===== config.mk =====
export PLATFORM = sky130hd
export DESIGN_NAME = bk_multiword_adder
export DESIGN_NICKNAME = d
export VERILOG_FILES = /design/src/rtl/bk_mw_pkg.sv /design/src/rtl/bk16.sv /design/src/rtl/bk_multiword_adder.sv
export SDC_FILE = /design/constraint.sdc
export NUM_CORES = 1
export LEC_CHECK = 0
export ABC_AREA = 1
export CAP_MARGIN = 0
export CORE_MARGIN = 2
export CORE_UTILIZATION = 46
export DETAILED_ROUTE_END_ITERATION = 16
export PLACE_DENSITY = 0.79
export SETUP_SLACK_MARGIN = 0.2
export SLEW_MARGIN = 20
export SYNTH_ARGS = -nofsm -noshare
export SYNTH_HDL_FRONTEND = slang
export SYNTH_SLANG_ARGS = --single-unit
export TNS_END_PERCENT = 100

===== constraint.sdc =====
create_clock -name clk -period 2.2 [get_ports clk]
set_input_delay 0.44 -clock clk [delete_from_list [all_inputs] [get_ports clk]]
set_output_delay 0.44 -clock clk [all_outputs]
set_load 0.05 [all_outputs]

===== src/rtl/bk_mw_pkg.sv =====
// Shared definitions for the multiword Brent-Kung adder: FSM states, slice width
// and the slice-counter width helper.
package bk_mw_pkg;

  localparam int SLICE_W = 16;

  typedef enum logic [1:0] {
    IDLE = 2'd0,
    RUN  = 2'd1,
    DONE = 2'd2
  } mw_state_e;

  // Counter width for n slices; never narrower than one bit so NWORDS=1 still has a counter.
  function automatic int clog2(input int n);
    int r;
    r = 1;
    while ((1 << r) < n) r = r + 1;
    return r;
  endfunction

endpackage


===== src/rtl/bk16.sv =====
// 16-bit Brent-Kung parallel-prefix adder with carry-in; exposes bitwise
// propagate/generate so callers can recover the carry into the top bit.
module bk16 (
  input  logic [15:0] x1,
  input  logic [15:0] x2,
  input  logic        cin,
  output logic [15:0] s,
  output logic        cout,
  output logic [15:0] p_out,
  output logic [15:0] g_out
);

  logic [15:0] g_pre_s;
  logic [15:0] p_pre_s;

  // Prefix tree: up-sweep builds power-of-two groups, down-sweep fills the gaps.
  always_comb begin
    g_pre_s    = x1 & x2;
    p_pre_s    = x1 ^ x2;
    g_pre_s[0] = g_pre_s[0] | (p_pre_s[0] & cin);
    for (int step = 2; step <= 16; step = step * 2) begin
      for (int i = step - 1; i < 16; i = i + step) begin
        g_pre_s[i] = g_pre_s[i] | (p_pre_s[i] & g_pre_s[i - step / 2]);
        p_pre_s[i] = p_pre_s[i] & p_pre_s[i - step / 2];
      end
    end
    for (int step = 8; step >= 2; step = step / 2) begin
      for (int i = step - 1 + step / 2; i < 16; i = i + step) begin
        g_pre_s[i] = g_pre_s[i] | (p_pre_s[i] & g_pre_s[i - step / 2]);
        p_pre_s[i] = p_pre_s[i] & p_pre_s[i - step / 2];
      end
    end
  end

  assign p_out = x1 ^ x2;
  assign g_out = x1 & x2;
  assign s     = p_out ^ {g_pre_s[14:0], cin};
  assign cout  = g_pre_s[15];

endmodule


===== src/rtl/bk_multiword_adder.sv =====
// Sequential NWORDS x 16-bit adder: one bk16 slice per cycle with a registered
// ripple carry. Optional zero/ovf flags are enabled by defining MWADD_FLAGS_EN.
module bk_multiword_adder
  import bk_mw_pkg::*;
#(
  parameter int NWORDS = 4
) (
  input  logic                    clk,
  input  logic                    rst_n,
  input  logic                    in_valid,
  output logic                    in_ready,
  input  logic [16*NWORDS-1:0]    a_in,
  input  logic [16*NWORDS-1:0]    b_in,
  input  logic                    cin,
  output logic                    out_valid,
  input  logic                    out_ready,
  output logic [16*NWORDS-1:0]    sum,
  output logic                    cout
`ifdef MWADD_FLAGS_EN
  ,
  output logic                    zero,
  output logic                    ovf
`endif
);

  localparam int W  = SLICE_W * NWORDS;
  localparam int KW = clog2(NWORDS);
  localparam logic [KW-1:0] K_LAST = KW'(NWORDS - 1);

  mw_state_e state_r;
  mw_state_e state_next_s;

  logic [W-1:0]         a_r;
  logic [W-1:0]         b_r;
  logic [W-1:0]         sum_r;
  logic                 carry_r;
  logic [KW-1:0]        k_r;

  logic [SLICE_W-1:0]   slice_s;
  logic                 slice_cout_s;
  logic [SLICE_W-1:0]   p_s;
  logic [SLICE_W-1:0]   g_s;
  logic [W+SLICE_W-1:0] sum_cat_s;
  logic                 unused_sink;

  bk16 u_bk16 (
    .x1    (a_r[SLICE_W-1:0]),
    .x2    (b_r[SLICE_W-1:0]),
    .cin   (carry_r),
    .s     (slice_s),
    .cout  (slice_cout_s),
    .p_out (p_s),
    .g_out (g_s)
  );

  // New slice enters at the top; after NWORDS shifts word k sits at position k.
  assign sum_cat_s   = {slice_s, sum_r};
  assign unused_sink = ^{g_s, p_s, sum_cat_s[SLICE_W-1:0]};

  // FSM state register.
  always_ff @(posedge clk or negedge rst_n) begin
    if (!rst_n) begin
      state_r <= IDLE;
    end else begin
      state_r <= state_next_s;
    end
  end

  // FSM next-state logic.
  always_comb begin
    state_next_s = state_r;
    case (state_r)
      IDLE: begin
        if (in_valid) state_next_s = RUN;
        else          state_next_s = IDLE;
      end
      RUN: begin
        if (k_r == K_LAST) state_next_s = DONE;
        else               state_next_s = RUN;
      end
      DONE: begin
        if (out_ready) state_next_s = IDLE;
        else           state_next_s = DONE;
      end
      default: state_next_s = IDLE;
    endcase
  end

  // Operand shift registers, sum accumulator, ripple carry and slice counter.
  always_ff @(posedge clk or negedge rst_n) begin
    if (!rst_n) begin
      a_r     <= {W{1'b0}};
      b_r     <= {W{1'b0}};
      sum_r   <= {W{1'b0}};
      carry_r <= 1'b0;
      k_r     <= {KW{1'b0}};
    end else begin
      case (state_r)
        IDLE: begin
          if (in_valid) begin
            a_r     <= a_in;
            b_r     <= b_in;
            carry_r <= cin;
            k_r     <= {KW{1'b0}};
          end
        end
        RUN: begin
          sum_r   <= sum_cat_s[W+SLICE_W-1:SLICE_W];
          carry_r <= slice_cout_s;
          a_r     <= a_r >> SLICE_W;
          b_r     <= b_r >> SLICE_W;
          k_r     <= k_r + KW'(1);
        end
        default: begin
        end
      endcase
    end
  end

`ifdef MWADD_FLAGS_EN
  logic zero_r;
  logic ovf_r;

  // Zero is an AND of per-slice zero tests; overflow compares carries into and out of bit W-1.
  always_ff @(posedge clk or negedge rst_n) begin
    if (!rst_n) begin
      zero_r <= 1'b0;
      ovf_r  <= 1'b0;
    end else begin
      case (state_r)
        IDLE: begin
          if (in_valid) begin
            zero_r <= 1'b1;
            ovf_r  <= 1'b0;
          end
        end
        RUN: begin
          zero_r <= zero_r & (slice_s == {SLICE_W{1'b0}});
          if (k_r == K_LAST) ovf_r <= (p_s[SLICE_W-1] ^ slice_s[SLICE_W-1]) ^ slice_cout_s;
        end
        default: begin
        end
      endcase
    end
  end

  assign zero = zero_r;
  assign ovf  = ovf_r;
`endif

  assign in_ready  = (state_r == IDLE);
  assign out_valid = (state_r == DONE);
  assign sum       = sum_r;
  assign cout      = carry_r;

endmodule


==> impl_metrics.ini <==
[floorplan]
die_x_um = 145
io_pins = 200
core_sq_mm = 0.0195
start_util_pct = 47.0
num_rows = 51
die-area_sq_mm = 0.0211
die_h_um = 145

[setup_path]
cp_slowest_cell = dfrtp_2
critical_path_required_ns = 2.56
critical_path_class = reg2reg
crit_top_cell = nand2_2
startpoint_type = flip-flop
worstSetupEndpointType = flip-flop
cpPeakStageDelay_ns = 0.41
critical_path.cell_chain = inv_2 -> fa_2 -> inv_2 -> fa_2 -> nand2_2 -> nand2_2 -> nand3_4 -> nand2_4 -> nand2_2 -> nand2_2 -> nand2_2 -> nand2_2 -> fa_2 -> xnor2_2 -> o21ai_1
crit_cells = 15
crit_family = adder cells
crit_arrival_ns = 2.66
crit_fanout = 3
worst-path-buf-inv = 2
rr_worst_depth = 15

[timing]
max-slew-margin-rel_pct = 64.2
fin_crit_ns = 2.30
tns_ns = -0.431
setup_viol = 8
fin_skew_ns = 0.00992
slew_violations = 0
fmax_mhz = 435
whs_ns = 0.480
hold_viol = 0
tightest_slew_ns = 0.538
period_share_pct = 104
layout_setup_ws_ns = -0.0987
rsz0062_at_grt = yes

[global_route]
first_global_vias = 7268
antenna_found_initial = 1
met1_usage_pct = 29.2
grt_usage_pct = 21.6
gr-usage-met2_pct = 34.7
grt_max_degree = 64
busiest_layer = met2
gr-total-overflow = 0
grt_first_pass_wirelength_um = 36800
grt_util_met3_pct = 4.91

[layout]
nFillCells = 1685
antenna_cells = 0
final_cell_count_no_fill = 1576
seq_area_sq_mm = 0.00493
area_growth_pct = 31.6
layout_commonest_cell = nand2_1
final_cell_mix = nand2_1 (409), dfrtp_1 (196), o21ai_0 (164)
drive_gt1_share_pct = 7.70
fin_nets = 1455
multi_input_area_sq_mm = 0.00346

[power]
powerDensity_mw_per_mm2 = 1630
ir_worst_vdd_mv = 0.821
p_sw_share_pct = 47.7
intPower_mw = 10.3
seqPwrFrac_pct = 31.1
clkPwrFrac_pct = 15.1
p_switching_mw = 9.41
combPwrFrac_pct = 53.8
power.leakage_nw = 5.90

[clock_network]
cts_buffers = 17
cts_buffer_depth = 2
cts_sinks = 197
cts_root_buf = clkbuf_16
cts_tree = built
htreeDepth = 4
clk_latency_ns = 0.43
cts.clk_slew.worst_paths_ns = 0.07

[route]
wl_per_cell_um = 14.2
avgViaCountPerCell = 4.84
num_vias = 7623
drtAntennaViolNets = 0
first_iter_violations = 540
drtPass1Iterations = 5
wl_um = 22400
drc_errors = 0

[run_status]
outcome = finished, violations left
violations = negative setup slack

[logic_synthesis]
synth-seq-cells = 197
avgSynthCellArea_sq_um = 8.26
synth.cell_area_sq_mm = 0.00917
async_flop_share_pct = 100
yosysUniqueCellTypes = 26
ys_seq_area_share_pct = 53.8
synthCells = 1110
synth-warning-count = 0
ys.flop_type = dfrtp_1
synth_edf_count = 0
syn_nets = 1267

[hold_path]
hold_class = reg2reg
holdPathStages = 2

[place]
globalplace.congestion = 0.905
place_ws_ns = -0.0972
io_buffers = 199
dp_hpwl_um = 16200
placed_cells = 1536

[job]
maxCapViolCount = 0
[layout make-up]
type | instances | area share (%)
inverters | 136 | 4.31
clock inverters | 13 | 1.03
clock buffers | 19 | 3.59
multi-input cells | 715 | 28.7
well taps | 265 | 2.75
repair buffers | 231 | 18.8
flip-flops and latches | 197 | 40.9
[flip-flops by register name, summed over array words and instances (netlist names)]
name,flops
sum,64
state_r,2
a_r,64
cout,1
b_r,64
k_r,2
[worst register-to-register path, stage by stage (launching register included)]
cell and delay, ns:
dfrtp_2 0.41, inv_2 0.06, fa_2 0.20, inv_2 0.04
fa_2 0.34, nand2_2 0.08, nand2_2 0.08, nand3_4 0.07
nand2_4 0.07, nand2_2 0.08, nand2_2 0.08, nand2_2 0.06
nand2_2 0.05, fa_2 0.37, xnor2_2 0.14, o21ai_1 0.12
[per-layer routing]
metal	part of all wire (%)	wire length (um)	vias up
met5	0.049	11	-
met4	1.7	391	2
met3	6.7	1500	24
met2	47	10500	246
met1	45	10000	3522
li1	-	-	3829
[kinds of logic (layout without fill, tap and decap cells)]
| group | after synthesis | in the layout | synth area share [%] |
|---|---|---|---|
| XOR/XNOR | 7 | 7 | 0.668 |
| buffers and inverters | 198 | 399 | 9.54 |
| adder cells (fa/ha/maj) | 24 | 24 | 4.01 |
| flip-flops | 197 | 197 | 53.8 |
| AND/OR/NAND/NOR | 435 | 435 | 18.3 |
| AO/OA/AOI/OAI | 249 | 249 | 13.8 |
[power by group through the flow]
stage	logic, mW	registers [mW]	clock network, mW
global placement	10.3	6.14	0
global route	11.9	6.30	3.19
detailed placement	10.6	6.22	0
finish	10.6	6.13	2.98
CTS	10.4	6.13	3.04
floorplan	5.88	7.81	0
[synthesized netlist by cell type (all sizes together) (2+ instances only)]
| master | instances | area (sq um) |
|---|---|---|
| nand2 | 416 | 1560 |
| nand3 | 4 | 20.0 |
| xnor2 | 5 | 43.8 |
| inv | 136 | 513 |
| dfrtp | 197 | 4930 |
| buf | 39 | 275 |
| and2 | 2 | 12.5 |
| clkbuf | 23 | 86.3 |
| a21oi | 4 | 20.0 |
| xor2 | 2 | 17.5 |
| o21ai | 241 | 1210 |
| nor2 | 11 | 56.3 |
| ha | 15 | 188 |
| fa | 9 | 180 |
[path summary, 6_finish.rpt]
path | slack, ns | from | endpoint
worst max-delay path | -0.1 | cout$_DFFE_PN0P_ | sum[63]$_DFFE_PN0P_
worst min-delay path | 0.48 | sum[9]$_DFFE_PN0P_ | sum[9]$_DFFE_PN0P_
worst max register to register | -0.1 | cout$_DFFE_PN0P_ | sum[63]$_DFFE_PN0P_
worst min register to register | 0.48 | sum[9]$_DFFE_PN0P_ | sum[9]$_DFFE_PN0P_
max in group asynchronous | 1.03 | rst_n | a_r[46]$_DFFE_PN0P_
min in group asynchronous | 0.52 | rst_n | sum[13]$_DFFE_PN0P_
[what timing repair did]
action | 4_1_cts | 5_1_grt
setup buffers | 3 | 4
hold buffers | 1 | 0
pin swaps | 8 | 17
hold endpoints to repair | 42 | 0
resized for setup | 78 | 16
setup endpoints to repair | 77 | 13
[through the flow]
stage | utilization (%) | instance area [sq um] | total power, mW
finish | 61.8 | 12100 | 19.7
global route | 61.8 | 12100 | 21.3
CTS | 61.3 | 12000 | 19.6
detailed placement | 58.6 | 11400 | 16.8
global placement | 58.6 | 11400 | 16.4
floorplan | - | 9190 | 13.7
(Power assumes the default switching activity.)
